==> src/rtl/lb_pkg.sv <==
// Shared event codes and hold-FSM encodings for the button event block.
// Imported by lb_tick_gen and lb_btn_event.
package lb_pkg;

  localparam logic [1:0] EV_NONE    = 2'b00;
  localparam logic [1:0] EV_PRESS   = 2'b01;
  localparam logic [1:0] EV_RELEASE = 2'b10;
  localparam logic [1:0] EV_LONG    = 2'b11;

  typedef enum logic [1:0] {
    IDLE    = 2'b00,
    PRESSED = 2'b01,
    HELD    = 2'b10
  } hold_st_t;

endpackage

==> src/rtl/lb_tick_gen.sv <==
// Free-running prescaler 0..TICK_DIV-1, one-cycle tick at wrap.
// Ports: clk, reset (async, active-low), tick (out).
module lb_tick_gen
  import lb_pkg::*;
#(
  parameter int TICK_DIV = 1000000,
  parameter int TICK_W   = 20
) (
  input  logic clk,
  input  logic reset,
  output logic tick
);

  localparam logic [TICK_W-1:0] LAST = TICK_W'(TICK_DIV - 1);

  logic [TICK_W-1:0] cnt;

  always_ff @(posedge clk or negedge reset) begin
    if (!reset) begin
      cnt <= '0;
    end else if (cnt == LAST) begin
      cnt <= '0;
    end else begin
      cnt <= cnt + 1'b1;
    end
  end

  assign tick = (cnt == LAST);

endmodule

==> src/rtl/lb_btn_event.sv <==
// Button level -> press/release strobes, press counter, held interrupt
// request with event code. Long press built only with LB_BTN_LONG_PRESS_EN.
// Ports: clk, reset (async low), db, int_ack, clr in; press_pulse,
// release_pulse, interrupt, event_code[1:0], press_cnt, overrun out.
module lb_btn_event
  import lb_pkg::*;
#(
  parameter int CNT_W      = 8,
  parameter int TICK_DIV   = 1000000,
  parameter int TICK_W     = 20,
  parameter int LONG_TICKS = 100
) (
  input  logic             clk,
  input  logic             reset,
  input  logic             db,
  input  logic             int_ack,
  input  logic             clr,
  output logic             press_pulse,
  output logic             release_pulse,
  output logic             interrupt,
  output logic [1:0]       event_code,
  output logic [CNT_W-1:0] press_cnt,
  output logic             overrun
);

  logic       db_q;
  logic       rise;
  logic       fall;
  logic       long_ev;
  logic [1:0] ev;
  hold_st_t   state;

  assign rise = db & ~db_q;
  assign fall = ~db & db_q;

`ifdef LB_BTN_LONG_PRESS_EN
  localparam int HW = $clog2(LONG_TICKS + 1);
  localparam logic [HW-1:0] HOLD_LAST = HW'(LONG_TICKS - 1);

  logic          tick;
  logic [HW-1:0] hold_cnt;

  lb_tick_gen #(
    .TICK_DIV (TICK_DIV),
    .TICK_W   (TICK_W)
  ) u_tick (
    .clk   (clk),
    .reset (reset),
    .tick  (tick)
  );

  // Fires on the edge where the timer reaches LONG_TICKS.
  assign long_ev = (state == PRESSED) && !fall
                && tick && (hold_cnt == HOLD_LAST);

  always_ff @(posedge clk or negedge reset) begin
    if (!reset) begin
      state    <= IDLE;
      hold_cnt <= '0;
    end else begin
      unique case (state)
        IDLE: begin
          if (rise) begin
            state    <= PRESSED;
            hold_cnt <= '0;
          end
        end
        PRESSED: begin
          if (fall) begin
            state <= IDLE;
          end else if (long_ev) begin
            state <= HELD;
          end else if (tick) begin
            hold_cnt <= hold_cnt + 1'b1;
          end
        end
        HELD: begin
          if (fall) state <= IDLE;
        end
        default: state <= IDLE;
      endcase
    end
  end
`else
  localparam int unused_cfg = TICK_DIV + TICK_W + LONG_TICKS;

  assign long_ev = 1'b0;

  always_ff @(posedge clk or negedge reset) begin
    if (!reset) begin
      state <= IDLE;
    end else begin
      unique case (state)
        IDLE:    if (rise) state <= PRESSED;
        PRESSED: if (fall) state <= IDLE;
        default: state <= IDLE;
      endcase
    end
  end
`endif

  // release > long > press
  always_comb begin
    ev = EV_NONE;
    unique case (1'b1)
      fall:    ev = EV_RELEASE;
      long_ev: ev = EV_LONG;
      rise:    ev = EV_PRESS;
      default: ev = EV_NONE;
    endcase
  end

  always_ff @(posedge clk or negedge reset) begin
    if (!reset) begin
      db_q          <= 1'b0;
      press_pulse   <= 1'b0;
      release_pulse <= 1'b0;
      interrupt     <= 1'b0;
      event_code    <= EV_NONE;
      press_cnt     <= '0;
      overrun       <= 1'b0;
    end else begin
      db_q          <= db;
      press_pulse   <= rise;
      release_pulse <= fall;

      if (clr) begin
        press_cnt <= '0;
      end else if (rise) begin
        press_cnt <= press_cnt + 1'b1;
      end

      if (ev != EV_NONE) begin
        if (!interrupt || int_ack) begin
          interrupt  <= 1'b1;
          event_code <= ev;
        end else begin
          overrun <= 1'b1;
        end
      end else if (int_ack) begin
        interrupt <= 1'b0;
      end

      // clr wins over a drop in the same cycle
      if (clr) overrun <= 1'b0;
    end
  end

endmodule

==> config.mk <==
export PLATFORM = sky130hd
export DESIGN_NAME = lb_btn_event
export DESIGN_NICKNAME = d
export VERILOG_FILES = /design/src/rtl/lb_pkg.sv /design/src/rtl/lb_tick_gen.sv /design/src/rtl/lb_btn_event.sv
export SDC_FILE = /design/constraint.sdc
export NUM_CORES = 1
export LEC_CHECK = 0
export ABC_AREA = 1
export CELL_PAD_IN_SITES_DETAIL_PLACEMENT = 1
export CELL_PAD_IN_SITES_GLOBAL_PLACEMENT = 2
export CORE_ASPECT_RATIO = 1.25
export CORE_UTILIZATION = 27
export DETAILED_ROUTE_END_ITERATION = 8
export PLACE_DENSITY_LB_ADDON = 0.1
export SYNTH_ARGS = -nofsm -noshare
export SYNTH_HDL_FRONTEND = slang
export SYNTH_SLANG_ARGS = --single-unit
==> constraint.sdc <==
create_clock -name clk -period 1.5 [get_ports clk]
set_input_delay 0.15 -clock clk [delete_from_list [all_inputs] [get_ports clk]]
set_output_delay 0.15 -clock clk [all_outputs]
set_load 0.01 [all_outputs]
==> report_table.html <==
<table>
<tr><th>Metric</th><th>Value</th></tr>
<tr><th colspan="2">Status</th></tr>
<tr><td>Result of the run</td><td>finished clean</td></tr>
<tr><th colspan="2">Cells and area</th></tr>
<tr><td>Post-synthesis to final-layout area growth</td><td>39.8%</td></tr>
<tr><td>Filler instances</td><td>303</td></tr>
<tr><td>Register cell area after layout</td><td>378 um2</td></tr>
<tr><td>Net count reported at finish</td><td>107</td></tr>
<tr><td>Antenna Diode Count</td><td>0</td></tr>
<tr><td>Area of the multi-input gates</td><td>273 um2</td></tr>
<tr><td>Layout cells sized above 1</td><td>14.3%</td></tr>
<tr><td>Count of placed standard cells in the final layout, fillers left out</td><td>131</td></tr>
<tr><th colspan="2">Global routing</th></tr>
<tr><td>GR Overflow Total</td><td>0</td></tr>
<tr><td>Number of global-route vias before repair</td><td>594</td></tr>
<tr><td>All-Layer GR Usage</td><td>13.2%</td></tr>
<tr><td>Number of antenna violations at the first check in global routing</td><td>0</td></tr>
<tr><td>Maximum number of pins on one net before global-route repair</td><td>16</td></tr>
<tr><td>Wire length of the first global-routing pass</td><td>2.51 mm</td></tr>
<tr><th colspan="2">Critical path</th></tr>
<tr><td>Critical path capture point type</td><td>output port</td></tr>
<tr><td>Number of cells on the critical path</td><td>1</td></tr>
<tr><td>Critical Path, Cell by Cell</td><td>clkdlybuf4s50_1</td></tr>
<tr><td>Worst setup path category</td><td>flip-flop to output port</td></tr>
<tr><td>Critical-path maximum fanout</td><td>4</td></tr>
<tr><td>Required time worst endpoint</td><td>1.35 ns</td></tr>
<tr><td>Worst Path Buf+Inv</td><td>1</td></tr>
<tr><td>Setup slack of the worst register-to-register path</td><td>0.27 ns</td></tr>
<tr><td>Max stage delay cell, worst path</td><td>sky130_fd_sc_hd__clkdlybuf4s50_1</td></tr>
<tr><td>Setup crit start kind</td><td>flip-flop</td></tr>
<tr><td>CP peak stage delay</td><td>0.56 ns</td></tr>
<tr><td>Reg2Reg Capture Point</td><td>press_cnt[5]$_DFFE_PN0P_</td></tr>
<tr><td>Launch instance of the worst register-to-register path</td><td>db_q$_DFF_PN0_</td></tr>
<tr><td>Cell family contributing the most delay on the critical path</td><td>buffers and inverters</td></tr>
<tr><td>WP data arrival</td><td>1.26 ns</td></tr>
<tr><td>Depth of the worst register-to-register path</td><td>8</td></tr>
<tr><th colspan="2">Floorplanning</th></tr>
<tr><td>Die height</td><td>58.3 um</td></tr>
<tr><td>Horiz. Die Dim</td><td>47.1 um</td></tr>
<tr><td>Core Box Area</td><td>2430 um2</td></tr>
<tr><td>Num rows</td><td>20</td></tr>
<tr><td>Initial standard-cell utilization of the core</td><td>28.2%</td></tr>
<tr><td>Die Area</td><td>2750 um2</td></tr>
<tr><td>I/O pin total</td><td>19</td></tr>
<tr><th colspan="2">Power and ir drop</th></tr>
<tr><td>Internal power consumption</td><td>0.000593 W</td></tr>
<tr><td>Design Power</td><td>0.000798 W</td></tr>
<tr><td>Net load switching power</td><td>0.000205 W</td></tr>
<tr><td>Portion of total power attributed to sequential cells</td><td>55.1%</td></tr>
<tr><td>Combinational share of power</td><td>15.6%</td></tr>
<tr><td>Power density over the cells</td><td>832 nW/um2</td></tr>
<tr><td>Part of the total power dissipated in the clock network</td><td>29.3%</td></tr>
<tr><td>Lkg Pwr</td><td>0.442 nW</td></tr>
<tr><td>Switching portion of total power</td><td>25.7%</td></tr>
<tr><td>Peak supply drop</td><td>405 uV</td></tr>
<tr><th colspan="2">Placement</th></tr>
<tr><td>Port bufs</td><td>18</td></tr>
<tr><td>Final Wtd Congestion</td><td>0.653</td></tr>
<tr><td>Cell Count Post-Placement</td><td>126</td></tr>
<tr><td>DP HPWL</td><td>1.13 mm</td></tr>
<tr><th colspan="2">Clocking</th></tr>
<tr><td>Clock sink count</td><td>15</td></tr>
<tr><td>Deepest clock path buffer count</td><td>2</td></tr>
<tr><td>H-tree Lvls</td><td>1</td></tr>
<tr><td>TritonCTS clock tree</td><td>yes</td></tr>
<tr><td>Insertion delay of the later-clocked pin in the worst-skew pair</td><td>0.28 ns</td></tr>
<tr><td>Number of buffers created by CTS</td><td>3</td></tr>
<tr><td>Clock tree root buffer cell</td><td>sky130_fd_sc_hd__clkbuf_4</td></tr>
<tr><td>Clock-pin transition on the worst setup and hold timing paths</td><td>0.10 ns</td></tr>
<tr><th colspan="2">STA</th></tr>
<tr><td>Sum Neg Setup Slack</td><td>0 ns</td></tr>
<tr><td>Unrepaired setup endpoints after global routing</td><td>false</td></tr>
<tr><td>Final Slew Violations</td><td>0</td></tr>
<tr><td>Final critical-path required period</td><td>1.41 ns</td></tr>
<tr><td>Maximum clock frequency</td><td>707 MHz</td></tr>
<tr><td>Pin slew with the least headroom to its limit</td><td>0.235 ns</td></tr>
<tr><td>Part of the cycle the worst path needs</td><td>94.3%</td></tr>
<tr><td>Final number of setup-violating endpoints</td><td>0</td></tr>
<tr><td>Maximum clock skew at final layout</td><td>0.0112 ns</td></tr>
<tr><td>Hold Violations, Final</td><td>0</td></tr>
<tr><td>Max-slew headroom</td><td>84.3%</td></tr>
<tr><th colspan="2">Yosys</th></tr>
<tr><td>Largest area contributor in the netlist</td><td>sky130_fd_sc_hd__dfrtp_1</td></tr>
<tr><td>Cell count after synthesis</td><td>73</td></tr>
<tr><td>Sequential cell area fraction in the yosys report</td><td>54.7%</td></tr>
<tr><td>Number of synthesis warnings</td><td>0</td></tr>
<tr><td>Cell with the most instances after synthesis</td><td>sky130_fd_sc_hd__nand2_1</td></tr>
<tr><td>Post-synthesis instance area</td><td>686 um2</td></tr>
<tr><td>List of most frequent post-synthesis cells</td><td>17 x sky130_fd_sc_hd__nand2_1, 15 x sky130_fd_sc_hd__dfrtp_1, 10 x sky130_fd_sc_hd__inv_1</td></tr>
<tr><td>Mapped Nets</td><td>81</td></tr>
<tr><td>Top area cells in the synthesized netlist</td><td>sky130_fd_sc_hd__dfrtp_1 55%, sky130_fd_sc_hd__nand2_1 9.3%, sky130_fd_sc_hd__ha_1 5.5%</td></tr>
<tr><td>Share of async-settable or async-resettable flops after synthesis</td><td>100%</td></tr>
<tr><td>Post-synthesis area per instance</td><td>9.39 um2</td></tr>
<tr><td>Ys flop type</td><td>sky130_fd_sc_hd__dfrtp_1</td></tr>
<tr><td>EDFF count, synth</td><td>0</td></tr>
<tr><td>Share of the synthesized area in the top cell type</td><td>54.7%</td></tr>
<tr><td>Number of distinct standard cells referenced by the synthesized netlist</td><td>15</td></tr>
<tr><td>Flip-flop and latch count after synthesis</td><td>15</td></tr>
<tr><th colspan="2">Run</th></tr>
<tr><td>Number of maximum-capacitance constraint violations</td><td>0</td></tr>
<tr><th colspan="2">Route</th></tr>
<tr><td>Via-per-instance ratio</td><td>4.32</td></tr>
<tr><td>Initial DRC count</td><td>7</td></tr>
<tr><td>Count of unresolved DRC violations after routing</td><td>0</td></tr>
<tr><td>Routed Antenna Nets</td><td>0</td></tr>
<tr><td>TritonRoute pass-1 iters</td><td>4</td></tr>
<tr><td>Vias post-DR</td><td>566</td></tr>
<tr><td>Wire per inst</td><td>11.5 um</td></tr>
<tr><td>Total length of routed wires</td><td>1.50 mm</td></tr>
<tr><th colspan="2">Hold path</th></tr>
<tr><td>Type of the worst min-delay path</td><td>input port to asynchronous set/reset pin</td></tr>
</table>
[through the flow]
step	utilization (%)	setup slack [ns]	hold WS (ns)	area (um2)
floorplan	-	0.321	-0.146	686
global placement	38.0	0.0659	0.467	922
detailed placement	38.0	0.0255	0.464	922
CTS	39.1	0.0387	0.184	950
global route	39.5	0.0281	0.202	958
finish	39.5	0.0857	0.177	958
[logic make-up after synthesis]
family / count (synthesis) / synth area share, %
adders and majority gates: 3 / 5.48
buffers and inverters: 10 / 5.48
xor gates and xnor gates: 1 / 1.28
AOI/OAI and AO/OA: 6 / 4.74
DFF: 15 / 54.7
and+or+nand+nor: 38 / 28.3
[worst max-delay path by stage]
stage,start,end
2_1_floorplan,db_q$_DFF_PN0_,press_cnt[3]$_DFFE_PN0P_
3_3_place_gp,db,press_cnt[3]$_DFFE_PN0P_
3_5_place_dp,db,press_cnt[3]$_DFFE_PN0P_
4_1_cts,press_cnt[0]$_DFFE_PN0P_,press_cnt[0]
5_1_grt,press_cnt[3]$_DFFE_PN0P_,press_cnt[3]
6_report,press_cnt[1]$_DFFE_PN0P_,press_cnt[1]
[cell usage in the layout, fill, tap and decap left out, drive strengths merged]
| cell type | count |
|---|---|
| a21oi | 4 |
| nor3b | 1 |
| dfrtp | 15 |
| clkdlybuf4s50 | 18 |
| xnor2 | 1 |
| nor2 | 10 |
| o21ai | 1 |
| clkbuf | 4 |
| buf | 3 |
| nand3 | 8 |
| nand2 | 18 |
| nand4 | 1 |
| ha | 3 |
| o21a | 1 |
| inv | 10 |
[sequential cells by signal (all words and copies together), names as in the netlist]
name / flops
press_cnt: 8
event_code: 2
release_pulse: 1
interrupt: 1
overrun: 1
press_pulse: 1
db_q: 1
[routing by layer]
layer	part of all wire [%]	vias to the layer above	global-route usage [%]
met5	0	-	0
met4	1.4	0	8.57
met3	3.7	2	2.15
met2	51	12	21.8
met1	44	274	15.0
li1	-	278	-
[area by class of cell]
| class | instances | area share [%] |
|---|---|---|
| Clock buffer | 4 | 2.74 |
| Multi-Input combinational cell | 48 | 28.5 |
| Tap cell | 33 | 4.31 |
| Inverter | 10 | 3.92 |
| Timing Repair Buffer | 21 | 21.1 |
| Sequential cell | 15 | 39.4 |
[timing repair]
item,CTS,global route
gates resized for setup,1,1
buffers inserted,0,1
hold buffers,0,0
endpoints found under the setup margin,1,2
[power by group through the flow]
stage	sequential, W	clock, W	combinational, W
final	0.000440	0.000234	0.000124
after global routing	0.000442	0.000263	0.000136
after floorplan	0.000456	0	0.0000406
after CTS	0.000440	0.000245	0.000127
after global placement	0.000448	0	0.000125
after detailed placement	0.000447	0	0.000126
No activity file was read; power rests on OpenSTA's default activity.
